<file path="src/rtl/matrix_scroll_scan.sv">
// Scrolling 5x7 LED matrix back-end: 5x16 frame buffer, 7-column window at a scroll offset.
// Optional GHOST_BLANK_EN blanks the outputs for one cycle on every column change.
module matrix_scroll_scan #(
  parameter int SCAN_DIV = 1000,
  parameter int STEP_DIV = 50,
  parameter int MSG_COLS = 16
) (
  input  logic        clk,
  input  logic        reset,
  input  logic        ch1,
  input  logic        ch0,
  input  logic        load,
  input  logic [79:0] msg_in,
  output logic [6:0]  acender_coluna,
  output logic [4:0]  linhas,
  output logic [3:0]  offset,
  output logic        frame_tick
);
  localparam int DW = (SCAN_DIV > 1) ? $clog2(SCAN_DIV) : 1;
  localparam int SW = (STEP_DIV > 1) ? $clog2(STEP_DIV) : 1;

  logic [4:0][MSG_COLS-1:0] rows;
  logic [DW-1:0]            div_cnt;
  logic [2:0]               col_idx;
  logic [SW-1:0]            step_cnt;

  logic       col_wrap, frame_wrap, step_wrap, step;
  logic [3:0] msg_col;
  logic [4:0] col_bits;

  assign col_wrap   = (div_cnt == DW'(SCAN_DIV - 1));
  assign frame_wrap = col_wrap && (col_idx == 3'd6);
  assign step_wrap  = (step_cnt == SW'(STEP_DIV - 1));
  assign step       = frame_wrap && step_wrap;
  // 4-bit add gives the seamless mod-16 wrap of the message window
  assign msg_col    = offset + {1'b0, col_idx};

  always_comb begin
    col_bits = '0;
    for (int r = 0; r < 5; r++) col_bits[r] = rows[r][msg_col];
  end

  always_ff @(posedge clk) begin
    if (reset) begin
      rows           <= '0;
      div_cnt        <= '0;
      col_idx        <= '0;
      step_cnt       <= '0;
      offset         <= '0;
      acender_coluna <= 7'h7F;
      linhas         <= '0;
      frame_tick     <= 1'b0;
    end else begin
      div_cnt    <= col_wrap ? '0 : div_cnt + 1'b1;
      frame_tick <= frame_wrap;
      if (col_wrap) col_idx <= (col_idx == 3'd6) ? 3'd0 : col_idx + 3'd1;

`ifdef GHOST_BLANK_EN
      if (col_wrap) begin
        acender_coluna <= 7'h7F;
        linhas         <= '0;
      end else begin
        acender_coluna <= ~(7'd1 << col_idx);
        linhas         <= col_bits;
      end
`else
      acender_coluna <= ~(7'd1 << col_idx);
      linhas         <= col_bits;
`endif

      // load overrides any step landing on the same edge
      if (load) begin
        rows     <= msg_in;
        offset   <= '0;
        step_cnt <= '0;
      end else begin
        if (frame_wrap) step_cnt <= step_wrap ? '0 : step_cnt + 1'b1;
        case ({ch1, ch0})
          2'b00:   offset <= '0;
          2'b01:   if (step) offset <= offset + 4'd1;
          2'b10:   if (step) offset <= offset - 4'd1;
          default: ;
        endcase
      end
    end
  end
endmodule

</file>
<file path="config.mk">
export PLATFORM = sky130hd
export DESIGN_NAME = matrix_scroll_scan
export DESIGN_NICKNAME = d
export VERILOG_FILES = /design/src/rtl/matrix_scroll_scan.sv
export SDC_FILE = /design/constraint.sdc
export NUM_CORES = 1
export LEC_CHECK = 0
export CORE_UTILIZATION = 49
export DETAILED_ROUTE_END_ITERATION = 10
export PLACE_DENSITY = 0.74
export SYNTH_ARGS = -nofsm -noshare
export SYNTH_HDL_FRONTEND = slang
export SYNTH_SLANG_ARGS = --single-unit
</file>
<file path="constraint.sdc">
create_clock -name clk -period 2.85 [get_ports clk]
set_clock_uncertainty 0.05 [all_clocks]
set_input_delay 0.285 -clock clk [delete_from_list [all_inputs] [get_ports clk]]
set_output_delay 0.285 -clock clk [all_outputs]
set_load 0.02 [all_outputs]
</file>
-- After elaboration in Yosys (flattened, before gate mapping)
Cells that the tools add are included.
- register bits after elaboration: 116
- word-level logic and storage cells: 50
- input bits: 85
- $add $sub $neg: 6
- magnitude comparators: 1
- shifts and indexed selects: 1
- muxes and demuxes: 15
- equal/unequal tests: 7
- reductions and logical operators: 7
- bitwise operators: 1
- operators with widths (cell ; count):
    1-bit binary-select mux with 4-bit select ; 5
    4-bit case mux with 3 select lines ; 1
    10-bit by 1-bit adder with 10-bit output, second input constant ; 1
    10-bit == test, second input constant ; 1
    4-bit 2-to-1 mux ; 2
    7-bit inverter ; 1
    1-bit by 3-bit left shift with 7-bit output, first input constant ; 1
    6-bit by 1-bit adder with 6-bit output, second input constant ; 1
    6-bit == test, second input constant ; 1
    6-bit 2-to-1 mux ; 1
    4-bit by 5-bit less-than comparator with 1-bit output, second input constant ; 1
    1-bit 2-to-1 mux ; 5
    4-bit by 1-bit adder with 4-bit output, second input constant ; 1
    4-bit by 3-bit adder with 4-bit output ; 1
    2-bit != test, second input constant ; 2
    2-bit OR reduction ; 2
    4-bit by 1-bit subtractor with 4-bit output, second input constant ; 1
    3-bit by 1-bit adder with 3-bit output, second input constant ; 1
    3-bit == test, second input constant ; 1
    3-bit 2-to-1 mux ; 1
    3-bit AND reduction ; 1
    3-bit nonzero test ; 1
    2-bit by 1-bit == test with 1-bit output, second input constant ; 1
    2-bit == test, second input constant ; 1
    2 further kinds ; 3

-- Longest topological paths before layout
Gate-level depths: netlist (run 1).
- depth in word-level cells: 5
- gate-level depth with buffers: 10
- mapped depth without buffers: 9

-- Worst setup path before layout (run 1)
No wires, ideal clock.
- kind: register to register
- from: register offset[0]
- to: register linhas[0]
- setup time: 0.153 ns
- cell stages (with the launch flop): 8
- arrival time: 2.401 ns
- required time: 2.647 ns
- slack: 0.245 ns
- buffers on the path: 2
- period minus slack after synthesis: 2.605 ns
- cell sequence: dfxtp_1 > ha_1 > fa_1 > clkbuf_1 > clkbuf_1 > mux4_2 > mux2i_1 > a211oi_1
- longest elaborated chain between the ends: 3
- ends and longest elaborated chain (element ; line ; text):
    from (decl) ; 16 ; output logic [3:0] offset,
    from (signal assigned) ; 80 ; 2'b01: if (step) offset <= offset + 4'd1;
    from (signal assigned) ; 81 ; 2'b10: if (step) offset <= offset - 4'd1;
    4-bit by 3-bit adder with 4-bit output ; 36 ; assign msg_col = offset + {1'b0, col_idx};
    1-bit binary-select mux with 4-bit select ; 40 ; for (int r = 0; r < 5; r++) col_bits[r] = rows[r][msg_col];
    1-bit 2-to-1 mux (implied by the code) ; 40 ;
    to (signal assigned) ; 68 ; linhas <= col_bits;
    to (decl) ; 15 ; output logic [4:0] linhas,
No other way between the ends. The select of a mux whose other input is x is not followed.
A chain may end at the register's enable or synchronous reset.

-- Worst setup path in the final report (run 1)
- from: register col_idx[0]
- to: register linhas[4]
- longest elaborated chain between the ends: 3
- ends and longest elaborated chain (element ; line ; text):
    from (decl) ; 24 ; logic [2:0] col_idx;
    from (signal assigned) ; 56 ; if (col_wrap) col_idx <= (col_idx == 3'd6) ? 3'd0 : col_idx + 3'd1;
    4-bit by 3-bit adder with 4-bit output ; 36 ;
    1-bit binary-select mux with 4-bit select ; 40 ;
    1-bit 2-to-1 mux (implied by the code) ; 40 ;
No other way between the ends. The select of a mux whose other input is x is not followed.

==> impl_results.md, run 1 <==
- Status: finished clean
- CTS tree: built
- Kind of critical path: flip-flop to flip-flop
- Crit path arrival time: 2.67 ns
- PD cells: 608 mW/mm^2
- CP required: 3.12 ns
- Post-Syn Instances: 479
- Initial antenna violation count: 0
- Headroom to the max-slew limit: 26.8%
- Port bufs: 101
- P&R area growth vs syn: 33.8%
- Seq/Total Area, Yosys: 45.8%
- DRT Wirelength: 10,900 um
- First-pass GRT wire length: 18,000 um
- Antenna-violating nets left: 0
- Metal-1 WL: 4980 um
- Final setup fails: 0
- Yosys cell types: 41
- Slowest stage delay, CP: 0.51 ns
- Post-route worst setup slack: 0.447 ns
- Global Route Usage Sum: 21.0%
- Nets@finish: 676
- Final hold vios: 0
- First-pass DRT Iterations: 5
- Drt first-iter violations: 113
- Core area: 0.00991 sq mm
- Initial Util: 51.1%
- Post-DR vias/cell: 5.26
- Worst-path clk slew: 0.05 ns
- Wire per inst: 15.1 um
- Dpl hpwl: 7600 um
- RSZ-0062 raised after global routing: no
- Worst slew pin tran: 1.09 ns
- Slowest-stage cell, CP: fa_1
- Multi-input combinational cell area: 0.00261 sq mm
- CTS buffer count: 17
- Hold_buf cts: 0
- Commonest non-fill, non-tap cell in the layout: dfxtp_1
- CTS max path bufs: 2
- Most frequent cells in the layout: dfxtp_1, nor2_1, clkdlybuf4s50_1
- Vias in the first global route: 3,762
- Die Height: 104 um
- Post-synth EDFFs: 0
- # rows: 36
- DR vias: 3,811
- DR WL met3: 538 um
- TritonCTS Sinks: 116
- Gpl congestion: 0.744
- Share of cells above drive strength 1: 11.8%
- Post-CTS Setup Inserts: 0
- Syn. warnings: 0
- Number of fillers in the final layout: 776
- CP max FO: 14
- Fin. max-slew vios: 0
- Largest net degree at the start of global routing: 72
- Met2 WL: 5350 um
- H-Tree Depth: 4
- Worst VDD drop: 471 uV
- Setup TNS: 0 ns
- Root Driver: clkbuf_8
- Leakage: 2.80 nW
- Clock latency on the worst-skew pair: 0.49 ns
- CP endpoint kind: flip-flop
- Critical path's most frequent cell: a211oi_1
- CP cell instances: ha_1, fa_1, buf_4, mux4_2, nor2b_1, a211oi_1, a211oi_1
- Post_cts resized: 0
- Reg area: 0.00232 sq mm
- Max Cap Viol: 0
- Main synth FF type: dfxtp_1
- Async SR Flop Fraction: 0%
- Die area: 0.0107 sq mm
- Fin crit share: 84.3%
- Placed Cells: 692
- Antenna cell count: 0
- Min Tclk post-route: 2.40 ns
- Tot Pwr: 4.12 mW
- Post-place setup slack: 0.448 ns
- Mean Syn Cell Area: 10.6 sq um
- Setup crit start kind: flip-flop
- Synth Register Bits: 116
- # DRC: 0
- Die Wd: 104 um
- Net count after synthesis: 577
- Max Freq: 0.416 GHz
- Top routing layer used: met4
- GRT overflow: 0
- Cell Count, Final, Fillers Out: 724
- Syn Std Cell Area: 0.00506 sq mm
- IO Count: 102
- Hold WC Path Type: primary input to flip-flop
-- synth_stat cells (all sizes together) (2+ instances only) --
cell / instances / share of area, %
dfxtp: 116 / 46
nor2: 103 / 7.6
mux2i: 88 / 17
mux4: 20 / 8.9
clkbuf: 15 / 1.1
buf: 14 / 1.2
a21oi: 12 / 1.2
ha: 12 / 3.0
a211oi: 10 / 1.5
nand2: 9 / 0.67
nand3: 9 / 0.89
xor2: 9 / 1.6
inv: 6 / 0.44
nor2b: 5 / 0.62
nor3: 5 / 0.49
xnor2: 5 / 0.86
nand3b: 4 / 0.59
nand4: 4 / 0.49
and2: 3 / 0.37
and3: 3 / 0.37
o21ai: 3 / 0.30
or2: 3 / 0.37
a311oi: 2 / 0.35
nand2b: 2 / 0.25
nor4: 2 / 0.25
or3: 2 / 0.30
or4: 2 / 0.40
-- final cells by class --
cell class                 instances  area share (%)
timing repair buffer             109            16.1
multi-input combinational        328            38.5
clock inverter                    10            1.55
sequential                       116            34.3
inverter                           6           0.332
clock buffer                      22            6.83
tap                              133            2.46
-- critical path, delay by kind of cell, from the launching register on --
family          cells  cell delay (ns)
fa+ha+maj           2             0.76
flops               1             0.40
mux                 1             0.32
compound gates      2             0.31
buf+inv             1             0.25
simple gates        1             0.14
-- per-stage QoR --
stage | hold slack (ns) | cell area [sq um] | utilization [%]
after floorplan | 0.355 | 5060 | -
after global placement | 0.392 | 6210 | 62.7
after detailed placement | 0.396 | 6210 | 62.7
after CTS | 0.177 | 6780 | 68.4
after global routing | 0.180 | 6780 | 68.4
final | 0.187 | 6780 | 68.4
-- final timing paths --
kind / cells after the start / slack (ns) / to / start
worst min-delay path: 2 / 0.19 / rows[66] / reset
worst max register to register: 7 / 0.45 / linhas[4] / col_idx[0]
worst min register to register: 1 / 0.41 / div_cnt[0] / div_cnt[0]
worst max-delay path: 7 / 0.45 / linhas[4] / col_idx[0]
-- sequential cells by signal (all words and copies together), names as in the netlist --
name,flops
offset,4
div_cnt,10
rows,80
acender_coluna,7
step_cnt,6
frame_tick,1
col_idx,3
linhas,5
-- logic make-up after synthesis --
family | Yosys count | share of synthesized area [%]
AND/OR/NAND/NOR | 160 | 14.7
flip-flops | 116 | 45.8
multiplexers | 108 | 26.3
buffers and inverters | 35 | 2.79
AO/OA/AOI/OAI | 33 | 4.57
XOR/XNOR | 14 | 2.42
adder cells (fa/ha/maj) | 13 | 3.36
-- where the power goes --
part	total (mW)	leakage, nW	internal [mW]	switching, mW
sequential	1.74	0.953	1.70	0.0424
clock	2.00	0.280	1.30	0.698
combinational	0.380	1.57	0.227	0.154
total	4.12	2.80	3.23	0.894
-- routing by layer --
metal  vias to the layer above  track usage, %
li1                       1884               -
met1                      1834            25.7
met2                        89            35.2
met3                         4            7.11
met4                         0            5.51
met5                         -               0
(Power assumes the default switching activity.)
==> run 2: changes to the inputs <==
- CORE_UTILIZATION: 49 -> 46
- PLACE_DENSITY: 0.74 -> 0.72
- clock period: 2.85 -> 2.1 ns (I/O delays scaled with it)
==> impl_results.md, run 2 (same netlist as run 1, synthesis figures left out) <==
- Max Freq: 0.468 GHz (was 0.416 GHz)
- Core area: 0.0105 sq mm (was 0.00991 sq mm)
- Initial Util: 48.2% (was 51.1%)
- Vias in the first global route: 4,000 (was 3,762)
- Final hold vios: 0 (unchanged)
- Headroom to the max-slew limit: 63.0% (was 26.8%)
- Max Cap Viol: 0 (unchanged)
- Leakage: 2.96 nW (was 2.80 nW)
- # rows: 37 (was 36)
- Nets@finish: 698 (was 676)
- Antenna-violating nets left: 0 (unchanged)
- Wire per inst: 15.8 um (was 15.1 um)
- Reg2reg setup slack: -0.04 ns (was 0.45 ns)
- Die Wd: 107 um (was 104 um)
- Kind of critical path: flip-flop to flip-flop (unchanged)
- Slowest-stage cell, CP: fa_2 (was fa_1)
- Largest net degree at the start of global routing: 69 (was 72)
- Fin crit share: 102% (was 84.3%)
- Critical path depth: 7 (unchanged)
- Failing checks: setup timing
- Worst path top cell family by delay: adder cells (unchanged)
- Final setup fails: 5 (was 0)
- Share of cells above drive strength 1: 17.6% (was 11.8%)
- CP cell instances: ha_4, fa_2, buf_6, buf_4, mux4_2, a211oi_2, a211oi_1 (was ha_1, fa_1, buf_4, mux4_2, nor2b_1, a211oi_1, a211oi_1)
- Most frequent cells in the layout: dfxtp_1, nor2_1, clkdlybuf4s50_1 (unchanged)
- CP required: 2.44 ns (was 3.12 ns)
- CTS buffer count: 17 (unchanged)
- Largest registers: rows (80), div_cnt (10), acender_coluna (7) (unchanged)
- Critical Path Sink: linhas[1] (was linhas[4])
- Initial antenna violation count: 0 (unchanged)
- TritonCTS Sinks: 116 (unchanged)
- R2R depth: 7 (unchanged)
- Die area: 0.0114 sq mm (was 0.0107 sq mm)
- CTS tree: built (unchanged)
- GRT overflow: 0 (unchanged)
- RSZ-0062 raised after global routing: yes (was no)
- Dpl hpwl: 7960 um (was 7600 um)
- DR vias: 3,939 (was 3,811)
- Critical Path Start: offset[0] (was col_idx[0])
- Commonest non-fill, non-tap cell in the layout: dfxtp_1 (unchanged)
- Worst VDD drop: 468 uV (was 471 uV)
- Crit path arrival time: 2.48 ns (was 2.67 ns)
- Post-route worst setup slack: -0.0353 ns (was 0.447 ns)
- FF-to-FF Start: offset[0] (was col_idx[0])
- Power Internal: 4.48 mW (was 3.23 mW)
- First-pass DRT Iterations: 5 (unchanged)
- Comb pwr share: 9.3% (was 9.2%)
- Antenna cell count: 0 (unchanged)
- Worst-path clk slew: 0.06 ns (was 0.05 ns)
- Post-DR vias/cell: 5.26 (about the same)
- R2R Path End: linhas[1] (was linhas[4])
- IO Count: 102 (unchanged)
- Slowest stage delay, CP: 0.59 ns (was 0.51 ns)
- Clock latency on the worst-skew pair: 0.52 ns (was 0.49 ns)
- Reg with most FFs: rows (unchanged)
- P_sw: 1.35 mW (was 0.894 mW)
- # DRC: 0 (unchanged)
- Hold WC Path Type: primary input to flip-flop (unchanged)
- DRT Wirelength: 11,800 um (was 10,900 um)
- CTS max path bufs: 2 (unchanged)
- P&R area growth vs syn: 40.5% (was 33.8%)
- Gpl congestion: 0.737 (was 0.744)
- Global Route Usage Sum: 21.6% (was 21.0%)
- Largest register FFs: 80 (unchanged)
- Port bufs: 101 (unchanged)
- CP bufs+invs: 2 (was 1)
- Root Driver: clkbuf_8 (unchanged)
- H-Tree Depth: 4 (unchanged)
- Worst slew pin tran: 0.556 ns (was 1.09 ns)
- Setup TNS: -0.0822 ns (was 0 ns)
- Flop pwr share: 40.5% (was 42.3%)
- Fin. max-slew vios: 0 (unchanged)
- Final Util: 67.7% (was 68.4%)
- Die Height: 107 um (was 104 um)
- CP endpoint kind: flip-flop (unchanged)
- Status: complete, but fails checks (was finished clean)
- Min Tclk post-route: 2.14 ns (was 2.40 ns)
- Switching Share: 23.1% (was 21.7%)
- First-pass GRT wire length: 19,300 um (was 18,000 um)
- Setup crit start kind: flip-flop (unchanged)
- Hold_buf cts: 0 (unchanged)
- CP max FO: 8 (was 14)
- Clock Power Share: 50.2% (was 48.5%)
- PD cells: 819 mW/mm^2 (was 608 mW/mm^2)
- Post-place setup slack: -0.0184 ns (was 0.448 ns)
- Drt first-iter violations: 142 (was 113)
[run 2: layer usage]
layer	GRT usage (%)	share of wire, %
met1	27.6	46
met4	7.83	1.0
met5	0	0
met3	5.29	4.7
met2	35.4	48
[run 2: worst min path at each step]
stage	start	cells after the start	end
5_1_grt	load	3	rows[76]
2_1_floorplan	reset	1	acender_coluna[6]
4_1_cts	load	3	rows[72]
3_3_place_gp	rows[29]	2	rows[29]
3_5_place_dp	rows[15]	2	rows[15]
6_report	load	3	rows[72]
[run 2: stage by stage]
| stage | area (sq um) | std cells | power [mW] | hold slack, ns |
|---|---|---|---|---|
| 2_1_floorplan | 5100 | 479 | 2.68 | 0.280 |
| 3_3_place_gp | 6390 | 711 | 2.92 | 0.417 |
| 3_5_place_dp | 6390 | 711 | 2.94 | 0.430 |
| 4_1_cts | 7030 | 745 | 5.86 | 0.0840 |
| 5_1_grt | 7110 | 749 | 6.03 | 0.107 |
| 6_report | 7110 | 749 | 5.83 | 0.104 |
[run 2: cell type report]
class	count	area, sq um
fillers	791	3390
multi-input cells	328	2680
flip-flops and latches	116	2330
repair buffers	131	1310
clock buffers	18	428
clock inverters	14	176
well taps	136	170
inverters	6	22.5
[run 2: power groups by stage]
stage / clock network (mW) / logic (mW) / registers, mW
floorplan: 0 / 0.285 / 2.39
global placement: 0 / 0.521 / 2.40
detailed placement: 0 / 0.531 / 2.41
CTS: 2.96 / 0.538 / 2.36
global route: 3.07 / 0.588 / 2.37
finish: 2.92 / 0.541 / 2.36
[run 2: tightest hold or removal path: cells and delay by family]
kind          cells  cell delay (ns)
buf+inv           1             0.21
mux               1             0.15
simple gates      1             0.07
[run 2: what timing repair did]
item	4_1_cts	5_1_grt
buffers inserted	1	4
endpoints found under the setup margin	5	10
cloned	1	0
gates resized for setup	6	11
pin swaps	10	4
